## src/rtl/wash_plant_responder_pkg.sv

```systemverilog
// Shared defaults and phase encodings for the wash plant responder.
// Contents:
//   DEF_* localparams - default geometry and timing of the plant model
//   phase_e           - controller phase encodings (s0..s5), shared so that
//                       benches and the controller agree on numbering
package wash_pkg;

    localparam int DEF_LEVEL_W     = 8;
    localparam int DEF_FULL_LEVEL  = 200;
    localparam int DEF_FILL_STEP   = 4;
    localparam int DEF_DRAIN_STEP  = 8;
    localparam int DEF_TMR_W       = 16;
    localparam int DEF_WASH_CYCLES = 1000;
    localparam int DEF_SPIN_CYCLES = 500;

    typedef enum logic [2:0] {
        S0 = 3'd0,
        S1 = 3'd1,
        S2 = 3'd2,
        S3 = 3'd3,
        S4 = 3'd4,
        S5 = 3'd5
    } phase_e;

endpackage

```

## src/rtl/wash_plant_responder_if.sv

```systemverilog
// Command/sensor bundle between the wash controller and the plant responder.
// Commands (controller -> plant): lock, fill_valve, motor, drain_valve, wash
// Sensors  (plant -> controller): fill, drain, cycle_timeout, spin_timeout,
//                                 level[LEVEL_W], fault
// Modports: master = controller side, slave = plant responder side.
interface wash_plant_responder_if
    import wash_pkg::*;
#(
    parameter int LEVEL_W = DEF_LEVEL_W
);

    logic               lock;
    logic               fill_valve;
    logic               motor;
    logic               drain_valve;
    logic               wash;
    logic               fill;
    logic               drain;
    logic               cycle_timeout;
    logic               spin_timeout;
    logic [LEVEL_W-1:0] level;
    logic               fault;

    modport master (
        output lock, fill_valve, motor, drain_valve, wash,
        input  fill, drain, cycle_timeout, spin_timeout, level, fault
    );

    modport slave (
        input  lock, fill_valve, motor, drain_valve, wash,
        output fill, drain, cycle_timeout, spin_timeout, level, fault
    );

endinterface

```

## src/rtl/wash_plant_responder_phase_timer.sv

```systemverilog
// Saturating phase timer.
// Ports:
//   clk     - system clock, rising edge
//   rst     - synchronous active-low reset
//   en      - count enable; low clears the count on the next edge
//   expired - high while the registered count equals LIMIT
module phase_timer #(
    parameter int TMR_W = 16,
    parameter int LIMIT = 1000
) (
    input  logic clk,
    input  logic rst,
    input  logic en,
    output logic expired
);

    localparam logic [TMR_W-1:0] LIM = TMR_W'(LIMIT);

    logic [TMR_W-1:0] cnt;

    always_ff @(posedge clk) begin
        if (!rst) begin
            cnt <= '0;
        end else if (!en) begin
            cnt <= '0;
        end else if (cnt != LIM) begin
            cnt <= cnt + 1'b1;
        end
    end

    // Decoded straight from the register so the flag appears on the same
    // edge that reaches LIMIT, with no extra pipeline stage.
    assign expired = (cnt == LIM);

endmodule

```

## src/rtl/wash_plant_responder.sv

```systemverilog
// Plant-side stand-in for the washer hardware. Consumes the controller's
// actuator commands and produces the level sensor, drain sensor, wash and
// spin timeouts, plus a sticky flag for illegal command combinations.
// Ports:
//   clk - system clock, rising edge
//   rst - synchronous active-low reset
//   bus - wash_plant_responder_if.slave (commands in, sensors out)
module wash_plant_responder
    import wash_pkg::*;
#(
    parameter int LEVEL_W     = DEF_LEVEL_W,
    parameter int FULL_LEVEL  = DEF_FULL_LEVEL,
    parameter int FILL_STEP   = DEF_FILL_STEP,
    parameter int DRAIN_STEP  = DEF_DRAIN_STEP,
    parameter int TMR_W       = DEF_TMR_W,
    parameter int WASH_CYCLES = DEF_WASH_CYCLES,
    parameter int SPIN_CYCLES = DEF_SPIN_CYCLES
) (
    input  logic                   clk,
    input  logic                   rst,
    wash_plant_responder_if.slave  bus
);

    logic [LEVEL_W-1:0] level_q;
    logic [LEVEL_W-1:0] level_next;
    logic [LEVEL_W:0]   wide;
    logic               fill_q;
    logic               drain_q;
    logic               fault_q;
    logic               spin_en;
    logic               wash_expired;
    logic               spin_expired;

    // One extra bit catches the borrow on drain and the carry on fill so
    // both directions clamp instead of wrapping.
    always_comb begin
        wide = {1'b0, level_q};
        if (bus.drain_valve) begin
            wide = {1'b0, level_q} - (LEVEL_W+1)'(DRAIN_STEP);
            if (wide[LEVEL_W]) begin
                wide = '0;
            end
        end else if (bus.fill_valve) begin
            wide = {1'b0, level_q} + (LEVEL_W+1)'(FILL_STEP);
            if (wide[LEVEL_W]) begin
                wide = {1'b0, {LEVEL_W{1'b1}}};
            end
        end
        level_next = wide[LEVEL_W-1:0];
    end

    always_ff @(posedge clk) begin
        if (!rst) begin
            level_q <= '0;
            fill_q  <= 1'b0;
            drain_q <= 1'b0;
            fault_q <= 1'b0;
        end else begin
            level_q <= level_next;
            fill_q  <= (level_next >= LEVEL_W'(FULL_LEVEL));
            drain_q <= bus.drain_valve && (level_next == '0);
            if (((bus.fill_valve || bus.motor) && !bus.lock) ||
                (bus.fill_valve && bus.drain_valve)) begin
                fault_q <= 1'b1;
            end
        end
    end

    // Spin is judged on the tub already being empty, not on the level
    // this cycle's drain step is about to produce.
    assign spin_en = bus.drain_valve && bus.wash && (level_q == '0);

    phase_timer #(.TMR_W(TMR_W), .LIMIT(WASH_CYCLES)) u_wash_timer (
        .clk     (clk),
        .rst     (rst),
        .en      (bus.motor),
        .expired (wash_expired)
    );

    phase_timer #(.TMR_W(TMR_W), .LIMIT(SPIN_CYCLES)) u_spin_timer (
        .clk     (clk),
        .rst     (rst),
        .en      (spin_en),
        .expired (spin_expired)
    );

    assign bus.level         = level_q;
    assign bus.fill          = fill_q;
    assign bus.drain         = drain_q;
    assign bus.fault         = fault_q;
    assign bus.cycle_timeout = wash_expired;
    assign bus.spin_timeout  = spin_expired;

endmodule

```

## src/flat_wrapper.sv

```systemverilog
// flat-port wrapper written by rule: the top's interface ports become plain ports
module wash_plant_responder_flat import wash_pkg::*;
#(
    parameter int LEVEL_W     = DEF_LEVEL_W,
    parameter int FULL_LEVEL  = DEF_FULL_LEVEL,
    parameter int FILL_STEP   = DEF_FILL_STEP,
    parameter int DRAIN_STEP  = DEF_DRAIN_STEP,
    parameter int TMR_W       = DEF_TMR_W,
    parameter int WASH_CYCLES = DEF_WASH_CYCLES,
    parameter int SPIN_CYCLES = DEF_SPIN_CYCLES
)
  (clk, rst, bus_lock, bus_fill_valve, bus_motor, bus_drain_valve, bus_wash, bus_fill, bus_drain, bus_cycle_timeout, bus_spin_timeout, bus_level, bus_fault);
  wash_plant_responder_if #(.LEVEL_W(LEVEL_W)) bus_i ();
  input  logic clk;
  input  logic rst;
  input wire logic [$bits(bus_i.lock)-1:0] bus_lock;
  input wire logic [$bits(bus_i.fill_valve)-1:0] bus_fill_valve;
  input wire logic [$bits(bus_i.motor)-1:0] bus_motor;
  input wire logic [$bits(bus_i.drain_valve)-1:0] bus_drain_valve;
  input wire logic [$bits(bus_i.wash)-1:0] bus_wash;
  output wire logic [$bits(bus_i.fill)-1:0] bus_fill;
  output wire logic [$bits(bus_i.drain)-1:0] bus_drain;
  output wire logic [$bits(bus_i.cycle_timeout)-1:0] bus_cycle_timeout;
  output wire logic [$bits(bus_i.spin_timeout)-1:0] bus_spin_timeout;
  output wire logic [$bits(bus_i.level)-1:0] bus_level;
  output wire logic [$bits(bus_i.fault)-1:0] bus_fault;
  assign bus_i.lock = bus_lock;
  assign bus_i.fill_valve = bus_fill_valve;
  assign bus_i.motor = bus_motor;
  assign bus_i.drain_valve = bus_drain_valve;
  assign bus_i.wash = bus_wash;
  assign bus_fill = bus_i.fill;
  assign bus_drain = bus_i.drain;
  assign bus_cycle_timeout = bus_i.cycle_timeout;
  assign bus_spin_timeout = bus_i.spin_timeout;
  assign bus_level = bus_i.level;
  assign bus_fault = bus_i.fault;
  wash_plant_responder #(.LEVEL_W(LEVEL_W), .FULL_LEVEL(FULL_LEVEL), .FILL_STEP(FILL_STEP), .DRAIN_STEP(DRAIN_STEP), .TMR_W(TMR_W), .WASH_CYCLES(WASH_CYCLES), .SPIN_CYCLES(SPIN_CYCLES)) u_core (.clk(clk), .rst(rst), .bus(bus_i));
endmodule
```

## config.mk

```make
export PLATFORM = sky130hd
export DESIGN_NAME = wash_plant_responder_flat
export DESIGN_NICKNAME = d
export VERILOG_FILES = /design/src/rtl/wash_plant_responder_pkg.sv /design/src/rtl/wash_plant_responder_if.sv /design/src/rtl/wash_plant_responder_phase_timer.sv /design/src/rtl/wash_plant_responder.sv /design/src/flat_wrapper.sv
export SDC_FILE = /design/constraint.sdc
export NUM_CORES = 1
export LEC_CHECK = 0
export CAP_MARGIN = 5
export CORE_MARGIN = 3
export CORE_UTILIZATION = 60
export CTS_CLUSTER_DIAMETER = 150
export CTS_CLUSTER_SIZE = 25
export DETAILED_ROUTE_END_ITERATION = 7
export HOLD_SLACK_MARGIN = 0.08
export PLACE_DENSITY_LB_ADDON = 0.05
export SYNTH_ARGS = -nofsm -noshare
export SYNTH_HDL_FRONTEND = slang
export SYNTH_SLANG_ARGS = --single-unit
export TNS_END_PERCENT = 100
```

## constraint.sdc

```tcl
create_clock -name clk -period 4.42 [get_ports clk]
set_input_delay 0.442 -clock clk [delete_from_list [all_inputs] [get_ports clk]]
set_output_delay 0.442 -clock clk [all_outputs]
set_load 0.01 [all_outputs]
```

==> results of run 1 <==
per-stage QoR:
stage / cells / setup slack, ns / cell area [sq um]
after CTS: 317 / 1.85 / 2470
final: 317 / 1.88 / 2470
after detailed placement: 309 / 2.01 / 2370
after global placement: 309 / 2.09 / 2370
after global routing: 317 / 1.60 / 2470
after floorplan: 251 / 2.73 / 2150
state kept, by name, indices dropped and copies added, names as in the netlist:
| name | cells |
|---|---|
| u_core.bus.fill | 1 |
| u_core.bus.level | 8 |
| u_core.u_wash_timer.cnt | 16 |
| u_core.bus.fault | 1 |
| u_core.bus.drain | 1 |
| u_core.u_spin_timer.cnt | 16 |
area by class of cell:
class                      instances  share of cell area [%]
clock buffer                       6                    1.67
sequential                        43                    34.9
clock inverter                     2                    2.43
multi-input combinational        188                    49.0
tap                               46                    2.33
inverter                          13                    1.98
timing repair buffer              19                    7.70
synthesized netlist by cell type (4+ instances only):
cell / count / area share [%]
a21oi_1: 8 / 1.9
and2_1: 5 / 1.5
and3_1: 7 / 2.0
clkbuf_1: 4 / 0.70
dfxtp_1: 43 / 40
ha_1: 8 / 4.7
inv_1: 13 / 2.3
nand2_1: 21 / 3.7
nand3_1: 15 / 3.5
nand4_1: 9 / 2.6
nor2_1: 38 / 6.6
nor4_1: 6 / 1.7
or3_1: 4 / 1.2
xnor2_1: 8 / 3.3
xor2_1: 20 / 8.1
final timing paths:
check                                   from  cells past startpoint                         end
setup / recovery  u_core.u_spin_timer.cnt[0]                      6            bus_spin_timeout
hold / removal              u_core.bus.fault                      1            u_core.bus.fault
hold reg to reg             u_core.bus.fault                      1            u_core.bus.fault
setup reg to reg         u_core.bus.level[7]                      3  u_core.u_spin_timer.cnt[2]
worst max-delay path, stage by stage, from the launching register on:
cell and delay (ns):
dfxtp_1 0.37, inv_1 0.07, ha_1 0.14, nor4b_1 0.24, nand4_1 0.29, inv_1 0.11
clkdlybuf4s50_1 0.54
cells by family (layout without fill, tap and decap cells):
| kind of cell | after synthesis | in the layout | share of synthesized area (%) |
|---|---|---|---|
| mux | 1 | 1 | 0.466 |
| simple gates | 123 | 123 | 29.5 |
| fa+ha+maj | 8 | 8 | 4.66 |
| xor+xnor | 28 | 28 | 11.4 |
| flops | 43 | 43 | 40.0 |
| buf+inv | 20 | 40 | 3.67 |
| compound gates | 28 | 28 | 10.2 |
power by group through the flow:
| stage | combinational, W | sequential (W) | clock [W] |
|---|---|---|---|
| finish | 0.000303 | 0.000453 | 0.000295 |
| global route | 0.000330 | 0.000459 | 0.000326 |
| CTS | 0.000304 | 0.000453 | 0.000305 |
| detailed placement | 0.000301 | 0.000461 | 0 |
| global placement | 0.000300 | 0.000463 | 0 |
| floorplan | 0.000223 | 0.000453 | 0 |
metal layers:
| layer | global-route usage (%) | vias up |
|---|---|---|
| li1 | - | 906 |
| met4 | 6.22 | 0 |
| met3 | 6.12 | 8 |
| met2 | 30.9 | 38 |
| met1 | 26.1 | 781 |
| met5 | 0 | - |
==> results.json, run 1 <==
{
  "cts_max_level": 2,
  "syn_inst": 251,
  "grt_usage_pct": 19.8,
  "worst_slew_pin_slew_ns": 0.672,
  "p_leak_nw": 0.889,
  "tns_ns": 0,
  "critical_path_class": "flop to output port",
  "ir_drop_uv": 335,
  "dp_hpwl_microns": 2850,
  "drt-pass1-iter-count": 4,
  "min_period_ns": 2.54,
  "fin_crit_sh_pct": 57.4,
  "endpoint_kind": "output port",
  "finalHoldViolations": 0,
  "multi_input_area_sq_um": 1210,
  "seqPwrFrac_pct": 43.1,
  "drt_iter0_markers": 87,
  "ff_latch_area_sq_um": 861,
  "die_area_sq_um": 4340,
  "rsz0062_at_grt": "no",
  "cap_violations": 0,
  "grt_max_degree": 17,
  "antennaDiodeCount": 0,
  "cts.sinks": 43,
  "top_layer": "met4",
  "drc": 0,
  "die_y_microns": 65.9,
  "internal_power_w": 0.000740,
  "ys_ff_latch": 43,
  "finalClockSkew_ns": 0.0105,
  "setup_violations": 0,
  "gp_congestion": 0.901,
  "ff2ff_setup_slack_ns": 2.36,
  "synth_nets": 266,
  "num_vias": 1733,
  "power_w": 0.00105,
  "clockPowerShare_pct": 28.0,
  "fmax_mhz": 394,
  "switching_share_pct": 29.6,
  "met1_length_microns": 1890,
  "start_util_pct": 63.4,
  "cts-root-buf": "clkbuf_4",
  "synth-main-ff-cell": "dfxtp_1",
  "grt_pass1_wl_microns": 6690,
  "clock_latency_ns": 0.34,
  "post_cts_buffers": 0,
  "viasPerCell": 5.47,
  "route.met2.wl_microns": 1660,
  "maxSlewViolCount": 0,
  "power.net_switching_w": 0.000311,
  "syn_avg_cell_area_sq_um": 8.56,
  "arrival_ns": 2.09,
  "antenna_found_initial": 0,
  "hold_path.class": "flop to flop",
  "crit_path_start_kind": "flop",
  "p_per_area_nw_per_um2": 426,
  "final_core_util_pct": 72.8,
  "final_common_cell": "dfxtp_1",
  "drive_gt1_share_pct": 4.80,
  "mostFrequentLayoutCells": "dfxtp_1 (43), nor2_1 (38), nand2_1 (21)",
  "fillers": 267,
  "synth-edff-count": 0,
  "die_w_microns": 65.9,
  "routedWlPerCell_microns": 12.0,
  "status": "finished clean",
  "whs_ns": 0.482,
  "slew_headroom_pct": 55.1,
  "cts_made_buffers": 5,
  "required_ns": 3.98,
  "pin_count": 20,
  "hold_buffers": 0,
  "syn2layout_area_growth_pct": 14.8,
  "clkTransAtPathRegs_ns": 0.12,
  "synth_cell_type_count": 42,
  "globalRoute.totalOverflow": 0,
  "port_buffers": 19,
  "ctsResizeCount": 0,
  "grt_pass1_vias": 1562,
  "synth-seq-area-share_pct": 40.0,
  "core_area_sq_um": 3390,
  "nets": 285,
  "cts_tree": "built",
  "antenna_left": 0,
  "yosys_warnings": 0,
  "pwr-share-comb_pct": 28.9,
  "wl_microns": 3820,
  "wl_met3_microns": 226,
  "netlist_area_sq_um": 2150,
  "clockBufferDepth": 2,
  "rows": 21,
  "async_reset_ff_share_pct": 0,
  "crit_path_max_fanout": 5
}
No activity file was read; power rests on OpenSTA's default activity.
==> inputs of run 2 (changes only) <==
--- a/config.mk
+++ b/config.mk
@@ -7,7 +7,7 @@
 export LEC_CHECK = 0
 export CAP_MARGIN = 5
 export CORE_MARGIN = 3
-export CORE_UTILIZATION = 60
+export CORE_UTILIZATION = 56
 export CTS_CLUSTER_DIAMETER = 150
 export CTS_CLUSTER_SIZE = 25
 export DETAILED_ROUTE_END_ITERATION = 7
==> constraint.sdc (replaced) <==
create_clock -name clk -period 2.5 [get_ports clk]
set_input_delay 0.25 -clock clk [delete_from_list [all_inputs] [get_ports clk]]
set_output_delay 0.25 -clock clk [all_outputs]
set_load 0.01 [all_outputs]
==> results.json, run 2 (synthesized netlist as in run 1, its figures left out) <==
{
  "pin_count": 20,
  "pwr-share-comb_pct": 30.7,
  "gp_congestion": 1.01,
  "power.net_switching_w": 0.000581,
  "required_ns": 2.25,
  "tns_ns": 0,
  "nets": 287,
  "routedWlPerCell_microns": 13.1,
  "crit_path_max_fanout": 5,
  "port_buffers": 19,
  "arrival_ns": 2.05,
  "seqPwrFrac_pct": 45.2,
  "multi_input_area_sq_um": 1210,
  "p_leak_nw": 0.887,
  "cts_tree": "built",
  "wl_microns": 4190,
  "cts.sinks": 43,
  "rsz0062_at_grt": "no",
  "dp_hpwl_microns": 3040,
  "drt_iter0_markers": 93,
  "cts_made_buffers": 5,
  "finalClockSkew_ns": 0.00636,
  "antenna_left": 0,
  "hold_path.class": "flop to flop",
  "cts-root-buf": "clkbuf_8",
  "globalRoute.totalOverflow": 0,
  "die_w_microns": 68.0,
  "mostFrequentLayoutCells": "dfxtp_1 (43), nor2_1 (38), nand2_1 (21)",
  "critical_path_class": "flop to output port",
  "endpoint_kind": "output port",
  "core_area_sq_um": 3520,
  "num_vias": 1738,
  "grt_pass1_wl_microns": 7230,
  "clkTransAtPathRegs_ns": 0.08,
  "drive_gt1_share_pct": 5.49,
  "rows": 21,
  "fillers": 281,
  "cpMostUsedCell": "inv_1",
  "post_cts_buffers": 0,
  "ctsResizeCount": 0,
  "viasPerCell": 5.45,
  "die_area_sq_um": 4620,
  "die_y_microns": 68.0,
  "path_cells": "inv_1, ha_1, nor4b_1, nand4_1, inv_1, clkdlybuf4s50_1",
  "antennaDiodeCount": 0,
  "cap_violations": 0,
  "grt_usage_pct": 20.8,
  "antenna_found_initial": 0,
  "setup_violations": 0,
  "ff_latch_area_sq_um": 861,
  "internal_power_w": 0.00119,
  "clockPowerShare_pct": 24.1,
  "finalHoldViolations": 0,
  "p_per_area_nw_per_um2": 719,
  "cts_max_level": 2,
  "start_util_pct": 61.1,
  "worst_slew_pin_slew_ns": 0.636,
  "ir_drop_uv": 428,
  "maxSlewViolCount": 0,
  "final_common_cell": "dfxtp_1",
  "fin_crit_sh_pct": 92.0,
  "slowest_stage": "clkdlybuf4s50_1",
  "slew_headroom_pct": 57.2,
  "min_period_ns": 2.30,
  "crit_path_start_kind": "flop",
  "switching_share_pct": 32.7,
  "status": "finished clean",
  "syn2layout_area_growth_pct": 14.8,
  "hold_buffers": 0,
  "final_core_util_pct": 70.1,
  "drt-pass1-iter-count": 4,
  "finalInstanceArea_sq_um": 2470,
  "clock_latency_ns": 0.29,
  "grt_pass1_vias": 1600,
  "clockBufferDepth": 2,
  "dpl-instance-area_sq_um": 2380,
  "slowest_delay_ns": 0.53,
  "fmax_mhz": 435,
  "grt_max_degree": 17,
  "drc": 0
}
run 2: changes by cell type in the layout (fill, tap and decap cells not counted), sizes merged:
cell and change:
clkinv +1, bufinv -2, buf +2, clkinvlp +1
run 2: final cells by class:
class                      count  share of cell area, %
multi-input combinational    188                   49.0
timing repair buffer          21                   8.32
inverter                      13                   1.98
sequential                    43                   34.9
clock buffer                   6                   2.94
clock inverter                 2                  0.507
tap                           46                   2.33
run 2: power by group through the flow:
stage	Clock, W	Sequential (W)	Combinational, W
2_1_floorplan	0	0.000802	0.000394
3_3_place_gp	0	0.000818	0.000542
3_5_place_dp	0	0.000817	0.000543
4_1_cts	0.000433	0.000802	0.000546
5_1_grt	0.000467	0.000815	0.000588
6_report	0.000428	0.000802	0.000545
run 2: worst paths after layout:
kind              depth (start not counted)                  end                        from  slack, ns
hold / removal                            2  u_core.bus.level[0]         u_core.bus.level[0]       0.48
hold reg to reg                           2  u_core.bus.level[0]         u_core.bus.level[0]       0.48
setup / recovery                          6     bus_spin_timeout  u_core.u_spin_timer.cnt[0]       0.20
setup reg to reg                          4     u_core.bus.drain         u_core.bus.level[7]       0.63
run 2: stage by stage:
stage	instances	hold slack, ns	power (W)	worst slack (ns)
after global placement	311	0.458	0.00136	0.513
after detailed placement	311	0.469	0.00136	0.445
after global routing	319	0.510	0.00187	0.0246
after floorplan	251	0.463	0.00120	0.808
after CTS	319	0.480	0.00178	0.175
final	319	0.480	0.00177	0.201
run 2: critical path: cells and delay by family, from the launching register on:
family | cells | cell delay (ns)
buffers and inverters | 3 | 0.71
adder cells (fa/ha/maj) | 1 | 0.13
AND/OR/NAND/NOR | 2 | 0.56
flip-flops | 1 | 0.36
run 2: layer usage:
layer / part of all wire [%] / track usage [%] / up-vias
li1: - / - / 911
met1: 49 / 27.2 / 783
met2: 46 / 32.6 / 40
met3: 4.7 / 5.75 / 4
met4: 0.98 / 7.44 / 0
met5: 0 / 0 / -
==> variant 1 (settings of run 2) <==
Set the package constant `DEF_LEVEL_W` to 9 (it was 8).
--- a/src/rtl/wash_plant_responder_pkg.sv
+++ b/src/rtl/wash_plant_responder_pkg.sv
@@ -5,7 +5,7 @@
 //                       benches and the controller agree on numbering
 package wash_pkg;
 
-    localparam int DEF_LEVEL_W     = 8;
+    localparam int DEF_LEVEL_W     = 9;
     localparam int DEF_FULL_LEVEL  = 200;
     localparam int DEF_FILL_STEP   = 4;
     localparam int DEF_DRAIN_STEP  = 8;
Ports: changed (resized bus_level); port bits go from 20 to 21. No check against the original RTL was run, so the function may have changed too.
==> variant 1 against run 2 <==
Design area up 4.2%. Non-clock buffer count up 3. Area after synthesis up 3.6%. First-iteration DRC count up 14%. Routed wire length down 2.4%. Setup slack worse by 0.0086 ns. Total power up 19%. Sequential cell count up 1. Critical endpoint unchanged. Largest power group unchanged.
==> variant 1: results (changes against run 2) <==
- Post-synth top cells: dfxtp_1 (44), nor2_1 (42), xnor2_1 (16), xor2_1 (16), nand3_1 (13)
- Primary FF master, synth: dfxtp_1
- Syn_area_per_cell: 8.84 um^2 (+3.2%)
- Worst reg2reg setup slack: 0.51 ns (-0.12 ns)
- Met1 Usage GRT: 25.6% (-1.6 points)
- Seq cells: 44 (+2.3%)
- Multi-input gate area: 0.00124 mm^2 (+2.6%)
- Layout cells sized above 1: 10.5% (+5.1 points)
- DR WL met2: 1790 um (-6.3%)
- Hpwl dp: 2980 um (-1.7%)
- Worst setup endpoint: bus_spin_timeout
- DR WL met3: 135 um (-31%)
- Clkbuf count: 5 (-1)
- Repair and plain buffers: 24 (+14%)
- DR pass1 iterations: 4 (unchanged)
- Delay of the slowest critical-path stage: 0.57 ns (+0.04 ns)
- Area of all sequential standard cells: 881 um^2 (+2.3%)
- Layout Nets: 289 (+0.70%)
- Post-Route M1 WL: 2110 um (+3.1%)
- Logic inverters: 12 (-1)
- Clock Skews: 0.0113 ns (+0.00490 ns)
- Global-route wire length before repair: 7170 um (-0.86%)
- GR Util met3: 4.37% (-1.4 points)
- Fillers: 329 (+17%)
- Clk power: 0.554 mW (+29%)
- Hold Crit Start: u_core.bus.fault$_SDFFE_PN0P_
- Status: complete, no violations
- Routed len/inst: 12.7 um (-3.6%)
- P_sw: 0.677 mW (+17%)
- Slowest cell on the critical path: or4b_2
- Compound-Gate Fraction of Synth Area: 6.74% (-3.5 points)
- Vias in the first global route: 1,589 (-0.69%)
- Hold Path End: u_core.bus.fault$_SDFFE_PN0P_
- Routing usage on met2: 26.5% (-6.1 points)
- Post-synthesis share of cell area spent on xor and xnor gates: 12.6% (+1.2 points)
- Count of multi-input gates: 187 (-0.53%)
- IO Port Bufs: 20 (+1)
- Synth Area in Adders: 4.49% (-0.16 points)
- Maximum VDD drop: 627 uV (+47%)
- P_seq: 0.861 mW (+7.4%)
- Clock-cell share: 4.48% (+1.0 points)
- NonClk Buf Share: 8.91% (+0.59 points)
- Number of distinct library cells after synthesis: 51 (+21%)
- Synth Warn #: 0 (unchanged)
- Total global-route track usage: 17.9% (-2.8 points)
- Dominant cells by area after synthesis: dfxtp_1 (40%), nor2_1 (7.1%), xnor2_1 (6.3%)
- Clock latency at the later pin of the worst-skew pair: 0.30 ns
- Vias/cell: 5.50 (+1.0%)
- DR iter-0 viols: 106 (+14%)
- Depth of the most critical reg-to-reg path: 8 (+4)
- Mux cell area share after synthesis: 1.35% (+0.88 points)
- Placed Cells: 315 (+1.3%)
- WL final: 4090 um (-2.4%)
- Pleak: 0.937 nW (+5.7%)
- Max-slew headroom at the worst pin: 56.9% (-0.30 points)
- Post-synthesis sequential area ratio: 39.6% (-0.50 points)
- Syn nets: 267 (+0.38%)
- Reg2reg end: u_core.u_spin_timer.cnt[1]$_SDFFE_PN0N_
- Gpl congestion: 0.821 (-19%)
[variant 1: changes by cell type in the layout (fill, tap and decap cells not counted), sizes merged, moves of 4 or more]
cell   change
nor2       +4
nand2      -9
xor2       -4
xnor2      +8
and4       +5
nor3       +5
[variant 1: stage by stage]
step	total power [mW]	setup WS (ns)	instance area, um^2	hold WS (ns)
after global placement	1.56	0.223	2460	0.465
after floorplan	1.38	0.617	2230	0.372
after global routing	2.23	0.0708	2570	0.527
after detailed placement	1.56	0.194	2460	0.467
after CTS	2.13	0.162	2570	0.492
final	2.11	0.192	2570	0.485
[variant 1: timing repair]
| item | CTS | global route |
|---|---|---|
| endpoints found under the hold margin | 0 | 0 |
| setup endpoints to repair | 1 | 0 |
| resized for setup | 1 | 0 |
[variant 1: critical path: cells and delay by family (launching register included)]
family                     cells  cell delay (ns)
buffers and inverters          2             0.37
DFF                            1             0.36
adders and majority gates      1             0.14
and+or+nand+nor                3             0.89
==> variant 2 (config.mk and constraints of run 2) <==
Without the edit above. Reset style: asynchronous (`rst`), changed in 2 clocked blocks. Comments in the files are not updated.
--- a/src/rtl/wash_plant_responder_phase_timer.sv
+++ b/src/rtl/wash_plant_responder_phase_timer.sv
@@ -18,7 +18,7 @@
 
     logic [TMR_W-1:0] cnt;
 
-    always_ff @(posedge clk) begin
+    always_ff @(posedge clk or negedge rst) begin
         if (!rst) begin
             cnt <= '0;
         end else if (!en) begin
--- a/src/rtl/wash_plant_responder.sv
+++ b/src/rtl/wash_plant_responder.sv
@@ -49,7 +49,7 @@
         level_next = wide[LEVEL_W-1:0];
     end
 
-    always_ff @(posedge clk) begin
+    always_ff @(posedge clk or negedge rst) begin
         if (!rst) begin
             level_q <= '0;
             fill_q  <= 1'b0;
Function: differs if rst is asserted again (counterexample within 4 cycles, from zero or initial values and one cycle with rst low); with rst held inactive, the same outputs for 10 cycles.
==> variant 2 against run 2 <==
Sequential share of layout area rose by 5.2 points. Total power increased by 8.5%. Clock power fell by 1%. Routed wire length up 3.5%. Design area is 8.7% higher. Via count rose by 3.9%. Setup slack worse by 0.0090 ns. Critical path depth unchanged. Sequential cell count stayed put. Area after synthesis is 9.9% higher. Critical endpoint is now bus_cycle_timeout. Largest power group unchanged. Highest routed layer unchanged.
==> variant 2: results (changes against run 2) <==
- H-Tree Depth: 2 (unchanged)
- IO Port Bufs: 19 (unchanged)
- Async SR Flop Fraction: 100% (+100 points)
- RR Startpoint: u_core.bus.level[4]$_DFF_PN0_
- Primary FF master, synth: dfrtp_1
- Total global-route track usage: 19.0% (-1.8 points)
- Pin count of the biggest net entering global routing: 44 (+27)
- Maximum VDD drop: 489 uV (+14%)
- Critical-path maximum fanout: 4 (-1)
- Clock Skews: 0.00768 ns (+0.00132 ns)
- Hold slack: 0.0846 ns (-0.395 ns)
- Final WS setup: 0.192 ns (-0.00899 ns)
- WP data arrival: about 2.1 ns
- Synth Warn #: 0 (unchanged)
- DR iter-0 viols: 67 (-28%)
- Depth of the most critical reg-to-reg path: 7 (+3)
- Post-synthesis sequential area ratio: 45.6% (+5.5 points)
- Worst-path clk slew: 0.08 ns (about the same)
- DR WL met2: 1940 um (+1.4%)
- Highest metal used: met4
- Vias in the first global route: 1,749 (+9.3%)
- Pleak: 1.12 nW (+26%)
- DR WL met3: 189 um (-3.6%)
- Layout cells sized above 1: 9.47% (+4.0 points)
- Reg2reg end: u_core.bus.fill$_DFF_PN0_
- Cts bufs inserted: 5 (unchanged)
- Number of distinct library cells after synthesis: 42 (unchanged)
- Fillers: 315 (+12%)
- Hold crit path type: input port to async pin
- Max clock buf depth: 2 (unchanged)
- Hpwl dp: 3050 um (+0.61%)
- Worst setup endpoint: bus_cycle_timeout
- Mux cell area share after synthesis: 0.847% (+0.38 points)
- Post-synth top cells: dfrtp_1 (43), nor2_1 (35), xor2_1 (19)
- Status: complete, no violations
- DR pass1 iterations: 4 (unchanged)
- Dominant cells by area after synthesis: dfrtp_1 (46%), xor2_1 (7.0%), nor2_1 (5.6%)
- Vias: 1,805 (+3.9%)
- Slew @ Worst Pin: 0.912 ns (+0.276 ns)
- Gpl congestion: 0.861 (-15%)
- Post-Route M1 WL: 2160 um (+5.9%)
- Diode count: 0 (unchanged)
- Syn nets: 254 (-4.5%)
- Worst reg2reg setup slack: 0.53 ns (-0.10 ns)
- Global-route wire length before repair: 7780 um (+7.6%)
- Root Buffer: clkbuf_8
- Compound-Gate Fraction of Synth Area: 8.58% (-1.7 points)
- Crit path from: u_core.u_wash_timer.cnt[0]$_DFFE_PN0P_
- Initial antenna violation count: 0 (unchanged)
- Synth Area in Adders: 4.24% (-0.42 points)
- Worst slack, placed: 0.460 ns (+0.0152 ns)
- Layout Nets: 278 (-3.1%)
- Post-synthesis share of cell area spent on xor and xnor gates: 10.4% (-1.0 points)
- WL final: 4340 um (+3.5%)
- GR Overflow Total: 0 (unchanged)
- Clock latency at the later pin of the worst-skew pair: 0.29 ns (about the same)
==> variant 2: changes by cell type in the layout (fill, tap and decap cells not counted), moves of 4 or more <==
cell     before  now
dfrtp_1       0   43
dfxtp_1      43    0
and4_1        2    7
o21ai_0       1    6
nor4_1        6    2
==> variant 2: area by class of cell <==
type | count | area share (%)
clock buffer | 6 | 2.71
clock inverter | 2 | 0.466
inverter | 11 | 1.54
multi-input combinational | 179 | 44.9
sequential | 43 | 40.1
tap | 48 | 2.24
timing repair buffer | 23 | 8.02
==> variant 2: kinds of logic after synthesis <==
group                    count (synthesis)
XOR/XNOR                                28
AND/OR/NAND/NOR                        114
AO/OA/AOI/OAI                           27
adder cells (fa/ha/maj)                  8
multiplexers                             2
buffers and inverters                   17
flip-flops                              43
==> variant 2: critical path: stages, from the launching register on <==
cell             delay, ns
dfrtp_1               0.42
inv_1                 0.07
ha_1                  0.16
nor4b_1               0.25
nand3_1               0.11
nor4_1                0.18
clkdlybuf4s50_1       0.58
==> variant 2: metrics by stage <==
step                      std cells  area (um^2)  utilization [%]
after floorplan                 239         2360                -
after global placement          302         2580             66.9
after detailed placement        302         2580             66.9
after CTS                       310         2660             69.1
after global routing            312         2680             69.6
final                           312         2680             69.6
==> variant 2: power by group <==
group | switching, mW | internal, mW | leakage [nW] | total, mW
Clock | 0.227 | 0.195 | 0.0412 | 0.423
Combinational | 0.280 | 0.311 | 0.501 | 0.590
Sequential | 0.146 | 0.766 | 0.575 | 0.913
==> variant 2: layer usage <==
metal	vias up	global-route usage (%)
met2	40	29.8
met4	0	5.43
met1	875	26.6
met3	5	4.12
met5	-	0
li1	885	-
==> variant 2: repair_timing <==
| action | CTS | global route |
|---|---|---|
| setup endpoints to repair | 0 | 1 |
| resized for setup | 0 | 1 |
| buffers inserted | 0 | 2 |
